File: config.mk
export PLATFORM = sky130hd
export DESIGN_NAME = row_scan_sequencer
export DESIGN_NICKNAME = d
export VERILOG_FILES = /design/src/rtl/scan_pkg.sv /design/src/rtl/scan_next_row.sv /design/src/rtl/row_scan_sequencer.sv
export SDC_FILE = /design/constraint.sdc
export NUM_CORES = 1
export LEC_CHECK = 0
export ABC_AREA = 1
export BUFFER_PORTS_ARGS = -buffer_cell sky130_fd_sc_hd__buf_2
export CAP_MARGIN = 20
export CORE_MARGIN = 1.5
export CORE_UTILIZATION = 55
export CTS_CLUSTER_DIAMETER = 60
export CTS_CLUSTER_SIZE = 28
export DETAILED_ROUTE_END_ITERATION = 10
export GPL_ROUTABILITY_DRIVEN = 0
export HOLD_SLACK_MARGIN = 0.1
export PLACE_DENSITY = 0.75
export SYNTH_ARGS = -nofsm -noshare
export SYNTH_HDL_FRONTEND = slang
export SYNTH_SLANG_ARGS = --single-unit
File: constraint.sdc
create_clock -name i_clk -period 3.95 [get_ports i_clk]
set_input_delay 0.395 -clock i_clk [delete_from_list [all_inputs] [get_ports i_clk]]
set_output_delay 0.395 -clock i_clk [all_outputs]
set_load 0.02 [all_outputs]
File: src/rtl/scan_pkg.sv
// Shared definitions for the row scan path: FSM state encoding and row geometry.
package scan_pkg;
  localparam int ROWS  = 8;
  localparam int ROW_W = 3;

  typedef enum logic [1:0] {
    ST_IDLE  = 2'd0,
    ST_BLANK = 2'd1,
    ST_DWELL = 2'd2
  } state_t;
endpackage

File: src/rtl/scan_next_row.sv
// Circular search for the first enabled row strictly above i_cur (wraps 7->0).
// With only i_cur enabled the search lands on i_cur itself, which reports as a wrap.
module scan_next_row
  import scan_pkg::*;
(
  input  logic [ROWS-1:0]  i_mask,
  input  logic [ROW_W-1:0] i_cur,
  output logic [ROW_W-1:0] o_next,
  output logic             o_wrap,
  output logic             o_none
);

  logic [ROW_W-1:0] w_idx;

  // Walk from the farthest offset down so the nearest enabled row wins.
  always_comb begin
    o_next = i_cur;
    w_idx  = i_cur;
    for (int k = ROWS; k >= 1; k--) begin
      w_idx = i_cur + ROW_W'(k);
      if (i_mask[w_idx]) o_next = w_idx;
    end
  end

  assign o_wrap = (o_next <= i_cur);
  assign o_none = (i_mask == '0);

endmodule

File: src/rtl/row_scan_sequencer.sv
// Drives row index and enable of a 3-to-8 row decoder: circular scan of enabled rows with
// dead time before every row, a programmable dwell per row and a pulse per completed frame.
//   state    | meaning
//   ST_IDLE  | decoder off, waiting for start with a non-empty mask
//   ST_BLANK | sel already on the new row, decoder held off for BLANK_CYC cycles
//   ST_DWELL | decoder on for max(dwell,1) cycles, sel frozen
module row_scan_sequencer
  import scan_pkg::*;
#(
  parameter int DW         = 8,
  parameter int BLANK_CYC  = 2,
  parameter bit CONTINUOUS = 1'b1
) (
  input  logic             i_clk,
  input  logic             i_rst,
  input  logic             i_start,
  input  logic             i_stop,
  input  logic [ROWS-1:0]  i_row_mask,
  input  logic [DW-1:0]    i_dwell,
  output logic [ROW_W-1:0] o_sel,
  output logic             o_dec_en,
  output logic             o_busy,
  output logic             o_frame_done
);

  localparam int BW = (BLANK_CYC > 0) ? $clog2(BLANK_CYC + 1) : 1;
  localparam logic [BW-1:0] BLANK_LOAD = BW'((BLANK_CYC > 0) ? BLANK_CYC - 1 : 0);

  state_t           r_state, w_state_nxt;
  logic [ROW_W-1:0] r_sel, w_sel_nxt;
  logic [ROWS-1:0]  r_mask_lat, w_mask_nxt;
  logic [DW-1:0]    r_dwell_lat, w_dwell_lat_nxt;
  logic [DW-1:0]    r_dwell_cnt, w_dwell_cnt_nxt;
  logic [BW-1:0]    r_blank_cnt, w_blank_nxt;
  logic             r_stop_pend, w_stop_pend_nxt;
  logic             r_frame_done, w_frame_done_nxt;
  logic             r_dec_en, r_busy;
  logic             w_go_row, w_relatch, w_end_frame;
  logic [ROW_W-1:0] w_next_row;

  logic [ROW_W-1:0] w_first_row, w_cur_next;
  logic             w_first_wrap, w_first_none, w_first_ok;
  logic             w_cur_wrap, w_cur_none;

  // Searching from row 7 yields the lowest set bit of the incoming mask.
  scan_next_row u_first (
    .i_mask (i_row_mask),
    .i_cur  (ROW_W'(ROWS - 1)),
    .o_next (w_first_row),
    .o_wrap (w_first_wrap),
    .o_none (w_first_none)
  );

  scan_next_row u_cur (
    .i_mask (r_mask_lat),
    .i_cur  (r_sel),
    .o_next (w_cur_next),
    .o_wrap (w_cur_wrap),
    .o_none (w_cur_none)
  );

  assign w_first_ok = w_first_wrap && !w_first_none;

  function automatic logic [DW-1:0] dwell_load(input logic [DW-1:0] d);
    return (d == '0) ? '0 : d - DW'(1);
  endfunction

  always_comb begin
    w_state_nxt      = r_state;
    w_sel_nxt        = r_sel;
    w_mask_nxt       = r_mask_lat;
    w_dwell_lat_nxt  = r_dwell_lat;
    w_dwell_cnt_nxt  = r_dwell_cnt;
    w_blank_nxt      = r_blank_cnt;
    w_stop_pend_nxt  = r_stop_pend;
    w_frame_done_nxt = 1'b0;
    w_go_row         = 1'b0;
    w_relatch        = 1'b0;
    w_end_frame      = 1'b0;
    w_next_row       = r_sel;

    case (r_state)
      ST_IDLE: begin
        w_stop_pend_nxt = 1'b0;
        if (i_start && !i_stop && w_first_ok) begin
          w_mask_nxt      = i_row_mask;
          w_dwell_lat_nxt = i_dwell;
          w_sel_nxt       = w_first_row;
          w_relatch       = 1'b1;
          w_go_row        = 1'b1;
        end
      end
      ST_BLANK: begin
        if (i_stop) w_stop_pend_nxt = 1'b1;
        if (r_blank_cnt == '0) begin
          w_state_nxt     = ST_DWELL;
          w_dwell_cnt_nxt = dwell_load(r_dwell_lat);
        end else begin
          w_blank_nxt = r_blank_cnt - BW'(1);
        end
      end
      ST_DWELL: begin
        if (i_stop) w_stop_pend_nxt = 1'b1;
        if (r_dwell_cnt != '0) begin
          w_dwell_cnt_nxt = r_dwell_cnt - DW'(1);
        end else begin
          w_next_row = w_cur_next;
          if (w_cur_wrap || w_cur_none) begin
            w_frame_done_nxt = 1'b1;
            w_mask_nxt       = i_row_mask;
            w_dwell_lat_nxt  = i_dwell;
            w_relatch        = 1'b1;
            w_next_row       = w_first_row;
            if (!w_first_ok || !CONTINUOUS) w_end_frame = 1'b1;
          end
          if (w_end_frame || r_stop_pend || i_stop) begin
            w_state_nxt     = ST_IDLE;
            w_stop_pend_nxt = 1'b0;
          end else begin
            w_sel_nxt = w_next_row;
            w_go_row  = 1'b1;
          end
        end
      end
      default: w_state_nxt = ST_IDLE;
    endcase

    // A freshly latched dwell is not in r_dwell_lat yet when blanking is disabled.
    if (w_go_row) begin
      if (BLANK_CYC == 0) begin
        w_state_nxt     = ST_DWELL;
        w_dwell_cnt_nxt = dwell_load(w_relatch ? i_dwell : r_dwell_lat);
      end else begin
        w_state_nxt = ST_BLANK;
        w_blank_nxt = BLANK_LOAD;
      end
    end
  end

  always_ff @(posedge i_clk) begin
    if (i_rst) begin
      r_state      <= ST_IDLE;
      r_sel        <= '0;
      r_mask_lat   <= '0;
      r_dwell_lat  <= '0;
      r_dwell_cnt  <= '0;
      r_blank_cnt  <= '0;
      r_stop_pend  <= 1'b0;
      r_frame_done <= 1'b0;
      r_dec_en     <= 1'b0;
      r_busy       <= 1'b0;
    end else begin
      r_state      <= w_state_nxt;
      r_sel        <= w_sel_nxt;
      r_mask_lat   <= w_mask_nxt;
      r_dwell_lat  <= w_dwell_lat_nxt;
      r_dwell_cnt  <= w_dwell_cnt_nxt;
      r_blank_cnt  <= w_blank_nxt;
      r_stop_pend  <= w_stop_pend_nxt;
      r_frame_done <= w_frame_done_nxt;
      r_dec_en     <= (w_state_nxt == ST_DWELL);
      r_busy       <= (w_state_nxt != ST_IDLE);
    end
  end

  assign o_sel        = r_sel;
  assign o_dec_en     = r_dec_en;
  assign o_busy       = r_busy;
  assign o_frame_done = r_frame_done;

endmodule

Yosys cells after proc, flatten, opt, wreduce, memory -nomap -nowiden

Cells that the tools add are included.
W data, S select, Z words.

Bits in registers: 35
Bits of input ports: 20
Output and inout bits: 6
Logic and storage cells: 134

$add $sub $neg: 10
$lt $le $gt $ge: 9
Eq/ne operators: 10
Mux-type cells: 66
Bitwise operators: 2
Reductions and logical operators: 26

Operators by type and width:

| cell                  | count |
|---|---|
| $mux W8               | 9 |
| $pmux W8 S2           | 3 |
| $mux W3               | 15 |
| $lt A3 B4 Y1 const B  | 7 |
| $logic_not A8 Y1      | 3 |
| $mux W1               | 22 |
| $bmux W1 S3           | 7 |
| $sub A8 B1 Y8 const B | 2 |
| $ne A2 B2 Y1 const B  | 7 |
| $add A3 B3 Y3 const B | 4 |
| $mux W2               | 6 |
| $reduce_and A4 Y1     | 2 |
| $reduce_bool A2 Y1    | 4 |
| $reduce_bool A8 Y1    | 1 |
| $add A3 B2 Y3 const B | 2 |
| $pmux W2 S3           | 1 |
| $pmux W3 S2           | 1 |
| $eq A2 B2 Y1 const B  | 2 |
| $logic_not A2 Y1      | 2 |
| $reduce_and A2 Y1     | 2 |
| $add A3 B1 Y3 const B | 1 |
| $le A3 B3 Y1          | 1 |
| $le A3 B3 Y1 const B  | 1 |
| $logic_and A1 B1 Y1   | 3 |
| 11 further kinds      | 15 |

Longest topological paths before layout

Word-level depth: 22
Depth in mapped cells: 30
Depth with buffers taken out: 29

Hierarchy

A second synthesis with hierarchy kept.

Cell total of the unflattened synthesis: 566
Area, all modules: 3384.5 µm²

By module, submodules not included:

| module                   | times used | cells each | area an instance (µm²) | seq. area each (µm²) |
|---|---|---|---|---|
| row_scan_sequencer       | 1          | 295        | 1969.4                 | 700.7 |
| scan_next_row at u_cur   | 1          | 136        | 758.2                  | 0.0 |
| scan_next_row at u_first | 1          | 135        | 656.9                  | 0.0 |

Least setup slack after synthesis

OpenSTA, ideal clock, no wires.

Path kind: register -> register
Start point: register r_sel[1] (netlist: o_sel[1])
End point: register r_mask_lat[7]
Library setup time: 119 ps
Arrival time: 3166 ps
Required time: 3831 ps
Path slack: 665 ps
Cell stages (with the launch flop): 26
Buffers on the path: 2
Clock period less this slack: 3285 ps
Path through: dfxtp_1 > inv_2 > buf_6 > ha_1 > inv_1 > nand3_1 > nand3_1 > nand2_1 > inv_2 > nand2_1 > nand3b_1 > nand2_1 > nand2_1 > nand2_1 > nand2_1 > a21boi_0 > ha_1 > inv_1 > o21bai_1 > a21oi_1 > nor3_1 > nand2_1 > nand3_2 > buf_4 > o21ai_0 > a21oi_1

Cells in the longest elaborated chain, start to end: 14
Elaborated cells on any way between the ends: 32
Classes of those cells: add/sub: 7; order compare: 1; eq/ne: 1; mux: 21; reduce/logical: 2

RTL lines:

| element                                | RTL line                  | RTL |
|---|---|---|
| start: declaration                     | row_scan_sequencer.sv:30  | `logic [ROW_W-1:0] r_sel, w_sel_nxt;` |
| start signal: assignment               | row_scan_sequencer.sv:154 | `r_sel <= w_sel_nxt;` |
| $add A3 B3 Y3                          | scan_next_row.sv:20       | `w_idx = i_cur + ROW_W'(k);` |
| $bmux W1 S3                            | scan_next_row.sv:21       | `if (i_mask[w_idx]) o_next = w_idx;` |
| $mux W1 (not written as such)          | scan_next_row.sv:21       |  |
| $mux W3 (7 in a row)                   | scan_next_row.sv:21       |  |
| $le A3 B3 Y1 (*)                       | scan_next_row.sv:25       | `assign o_wrap = (o_next <= i_cur);` |
| $logic_or A1 B1 Y1 (*)                 | row_scan_sequencer.sv:108 | `if (w_cur_wrap \|\| w_cur_none) begin` |
| $ne A2 B2 Y1 (no source line) (*)      | n/a                       |  |
| $reduce_and A4 Y1 (no source line) (*) | n/a                       |  |
| end signal: assignment                 | row_scan_sequencer.sv:155 | `r_mask_lat <= w_mask_nxt;` |
| end: declaration                       | row_scan_sequencer.sv:31  | `logic [ROWS-1:0] r_mask_lat, w_mask_nxt;` |

Mark *: on every way between the ends. The rest lies on a longest branch, timed or not. The select of a mux whose other input is x is not followed.
A chain may end at the register's enable or synchronous reset.

Worst setup path after layout

Start point: register r_sel[0] (netlist: o_sel[0])
End point: register r_dwell_lat[2]

Cells in the longest elaborated chain, start to end: 14
Elaborated cells on any way between the ends: 32
Classes of those cells: add/sub: 7; order compare: 1; eq/ne: 1; mux: 21; reduce/logical: 2

RTL lines:

| element                                | RTL line                  | RTL |
|---|---|---|
| $add A3 B3 Y3                          | scan_next_row.sv:20       |  |
| $bmux W1 S3                            | scan_next_row.sv:21       |  |
| $mux W1 (not written as such)          | scan_next_row.sv:21       |  |
| $mux W3 (7 in a row)                   | scan_next_row.sv:21       |  |
| $le A3 B3 Y1 (*)                       | scan_next_row.sv:25       |  |
| $logic_or A1 B1 Y1 (*)                 | row_scan_sequencer.sv:108 |  |
| $ne A2 B2 Y1 (no source line) (*)      | n/a                       |  |
| $reduce_and A4 Y1 (no source line) (*) | n/a                       |  |
| end signal: assignment                 | row_scan_sequencer.sv:156 | `r_dwell_lat <= w_dwell_lat_nxt;` |
| end: declaration                       | row_scan_sequencer.sv:32  | `logic [DW-1:0] r_dwell_lat, w_dwell_lat_nxt;` |

Marks and branches as above.

==> flow_summary.toml <==
[place]
dp_cells = 464
dpl-instance-area_mm2 = 0.002665
dp_hpwl_um = 4515
pre_cts_ws_ns = 0.3123
port_buffers = 25

[sta]
hold_violations = 0
drv_slew = 0
slew_headroom_pct = 56.54
fin_crit_ns = 3.495
skew_ns = 0.01383
worst_pin_slew_ns = 0.6511
setup_viol = 0
rsz0062_at_grt = "false"
period_share_pct = 88.48
finalSetupTns_ns = 0
finalWorstSetupSlack_ns = 0.4552
clock.fmax_mhz = 286.1

[hold_path]
min_path_type = "input pin to flop"

[floorplan]
core_area_mm2 = 0.004384
io_pins = 26
std_cell_rows = 24
die_h_um = 70.62
die_x_um = 70.62
start_util_pct = 57.36
dieArea_mm2 = 0.004987

[route]
drtIter0Drc = 156
detail-route-antenna-nets = 0
wl_per_cell_um = 12.48
drc = 0
dr.pass1.iters = 5
routed_wirelength_um = 5891
via_count = 2542
vias_per_cell = 5.386

[worst_setup_path]
crit_family = "simple AND/OR/NAND/NOR gates"
max_stage_delay_ns = 0.38
startpoint_type = "flop"
crit_path_end = "r_dwell_lat[2]$_SDFFE_PP0P_"
rr_worst_depth = 23
critPathRequiredTime_ns = 4.13
worstPathArrival_ns = 3.67
cp.depth = 23
critPathKind = "flop to flop"
crit_start = "o_sel[0]$_SDFFE_PP0P_"
crit_top_cell = "nand2_1"
end_kind = "flop"
worstPathMaxFanout = 27
crit_buf_inv = 5
crit_path_top_delay_cell = "ha_1"
r2r_start = "o_sel[0]$_SDFFE_PP0P_"
reg2reg_to = "r_dwell_lat[2]$_SDFFE_PP0P_"
reg2reg_slack_ns = 0.46
crit_chain = "inv_2 > ha_1 > inv_1 > nand3_1 > nand3_1 > nand2_1 > inv_2 > nand2_1 > nand3b_1 > nand2_1 > nand2_1 > nand2_1 > nand2_1 > a21boi_0 > ha_1 > inv_1 > o21bai_1 > a21oi_1 > nor3_1 > nand2_1 > nand3_4 > buf_4 > a21oi_1"

[synth]
synth_compound_area_share_pct = 19.55
ys_ff_latch = 35
yosys_most_used_dff = "dfxtp_1"
syn-num-nets = 427
syn_inst = 394
synthesis.area_mm2 = 0.002515
netlist-cell-type-count = 37
synth_edf_count = 0
synth_mux_area_share_pct = 0
syn_area_per_cell_um2 = 6.383
ys.warnings.count = 0
synth_top_family_by_area = "simple AND/OR/NAND/NOR gates"
seq_area_frac_synth_pct = 27.86
synth-xor-area-share_pct = 3.134
synth_simple_gate_area_share_pct = 30.80
synthArstFlopShare_pct = 0
synthAdderAreaFrac_pct = 6.468

[finish]
antenna_cells = 0
n_fill_cell = 431
postLayoutCellArea_mm2 = 0.002788
area_growth_pct = 10.85
final_cells = 472
fin_nets = 452
drive_gt1_share_pct = 13.57
final_core_util_pct = 63.58

[global_route]
grt_max_degree = 28
grt_pass1_wl_um = 9963
use_met1_pct = 30.53
met3_usage_pct = 4.274
grt.total_usage_pct = 24.36
antenna_found_initial = 0
use_met2_pct = 42.35
grt_pass1_vias = 2302
grt-busiest-layer = "met2"
overflow = 0

[cts]
htreeDepth = 2
cts_tree = "done"
cts_buffers = 5
post_cts_buffers = 0
cts_resized = 0
cts.path.max_buffers = 2
ctsHoldBuffers = 0
path_clk_slew_ns = 0.09
cts.sinks = 35
clk_latency_ns = 0.29
cts_root_buf = "clkbuf_8"

[power]
p_leak_uw = 0.001386
peakVddDrop_mv = 0.2737
power.density_mw_per_mm2 = 521.0

[outcome]
status = "finished clean"

[job]
maxCapViolations = 0
kinds of logic (layout without fill, tap and decap cells):
group,after synthesis,after routing
AOI/OAI and AO/OA,89,89
xor gates and xnor gates,9,9
adders and majority gates,13,13
buffers and inverters,75,101
DFF,35,35
and+or+nand+nor,173,173
Yosys cell counts (3+ instances only):
cell type / count / area (µm²)
o21ai_1: 15 / 75.07
dfxtp_1: 35 / 700.7
o21ai_0: 22 / 110.1
xor2_1: 8 / 70.07
nand2_1: 88 / 330.3
inv_2: 7 / 26.28
nand4_1: 3 / 18.77
nor2_1: 25 / 93.84
a21oi_1: 35 / 175.2
clkbuf_1: 4 / 15.01
nand2_2: 4 / 25.02
nand3_2: 3 / 30.03
inv_1: 58 / 217.7
ha_1: 13 / 162.7
nand3_1: 34 / 170.2
nor3_1: 8 / 40.04
o211ai_1: 3 / 22.52
tightest hold or removal path: cells and delay by family:
kind	cells	cell delay (ns)
AO/OA/AOI/OAI	2	0.16
buffers and inverters	1	0.07
placed cells by master, fill, tap and decap left out, drive strengths merged, types with 2 or more instances in the layout:
cell type / count
a211oi: 2
a21boi: 3
a21oi: 37
buf: 28
clkbuf: 5
dfxtp: 35
ha: 13
inv: 66
nand2: 92
nand3: 37
nand3b: 2
nand4: 3
nor2: 27
nor3: 8
nor4: 2
o211ai: 3
o21ai: 38
xor2: 8
where the power goes:
| part | internal [µW] | switching, µW | total (µW) | leakage, µW |
|---|---|---|---|---|
| sequential | 401 | 38.7 | 440 | 0.000287 |
| combinational | 246 | 436 | 681 | 0.00104 |
| clock | 190 | 141 | 331 | 0.0000548 |
| total | 837 | 616 | 1450 | 0.00139 |
metrics by stage:
stage                     total power (µW)  hold WS, ns
after floorplan                      985.5       0.4367
after global placement                1108       0.4449
after detailed placement              1118       0.4562
after CTS                             1454       0.3642
after global routing                  1583       0.3924
final                                 1452       0.3637
worst min path at each step:
stage | depth (start not counted) | endpoint | from
after floorplan | 2 | r_stop_pend$_SDFFE_PP0P_ | r_stop_pend$_SDFFE_PP0P_
after global placement | 2 | r_stop_pend$_SDFFE_PP0P_ | r_stop_pend$_SDFFE_PP0P_
after detailed placement | 2 | r_stop_pend$_SDFFE_PP0P_ | r_stop_pend$_SDFFE_PP0P_
after CTS | 3 | r_dwell_lat[5]$_SDFFE_PP0P_ | i_dwell[5]
after global routing | 3 | r_dwell_lat[4]$_SDFFE_PP0P_ | i_dwell[4]
final | 3 | r_dwell_lat[5]$_SDFFE_PP0P_ | i_dwell[5]
area by class of cell:
type | instances | area [µm²] | area share [%]
timing repair buffer | 28 | 147.6 | 5.296
clock inverter | 3 | 46.29 | 1.661
sequential | 35 | 700.7 | 25.13
clock buffer | 5 | 68.82 | 2.469
multi-input combinational | 284 | 1515 | 54.35
inverter | 65 | 244.0 | 8.752
tap | 52 | 65.06 | 2.334
layer usage:
| metal | share of wire [%] | wire length, µm | up-vias |
|---|---|---|---|
| li1 | - | - | 1334 |
| met1 | 45 | 2638 | 1127 |
| met2 | 48 | 2825 | 67 |
| met3 | 4.8 | 280 | 14 |
| met4 | 2.5 | 146 | 0 |
| met5 | 0 | 0 | - |
flip-flops by register name, indices dropped and copies added, names as in the netlist:
| name | count |
|---|---|
| r_stop_pend | 1 |
| o_sel | 3 |
| r_blank_cnt | 2 |
| r_mask_lat | 8 |
| r_dwell_lat | 8 |
| o_frame_done | 1 |
| o_dec_en | 1 |
| o_busy | 1 |
| r_dwell_cnt | 8 |
| r_state | 2 |
Power figures use the tool's default switching activity.
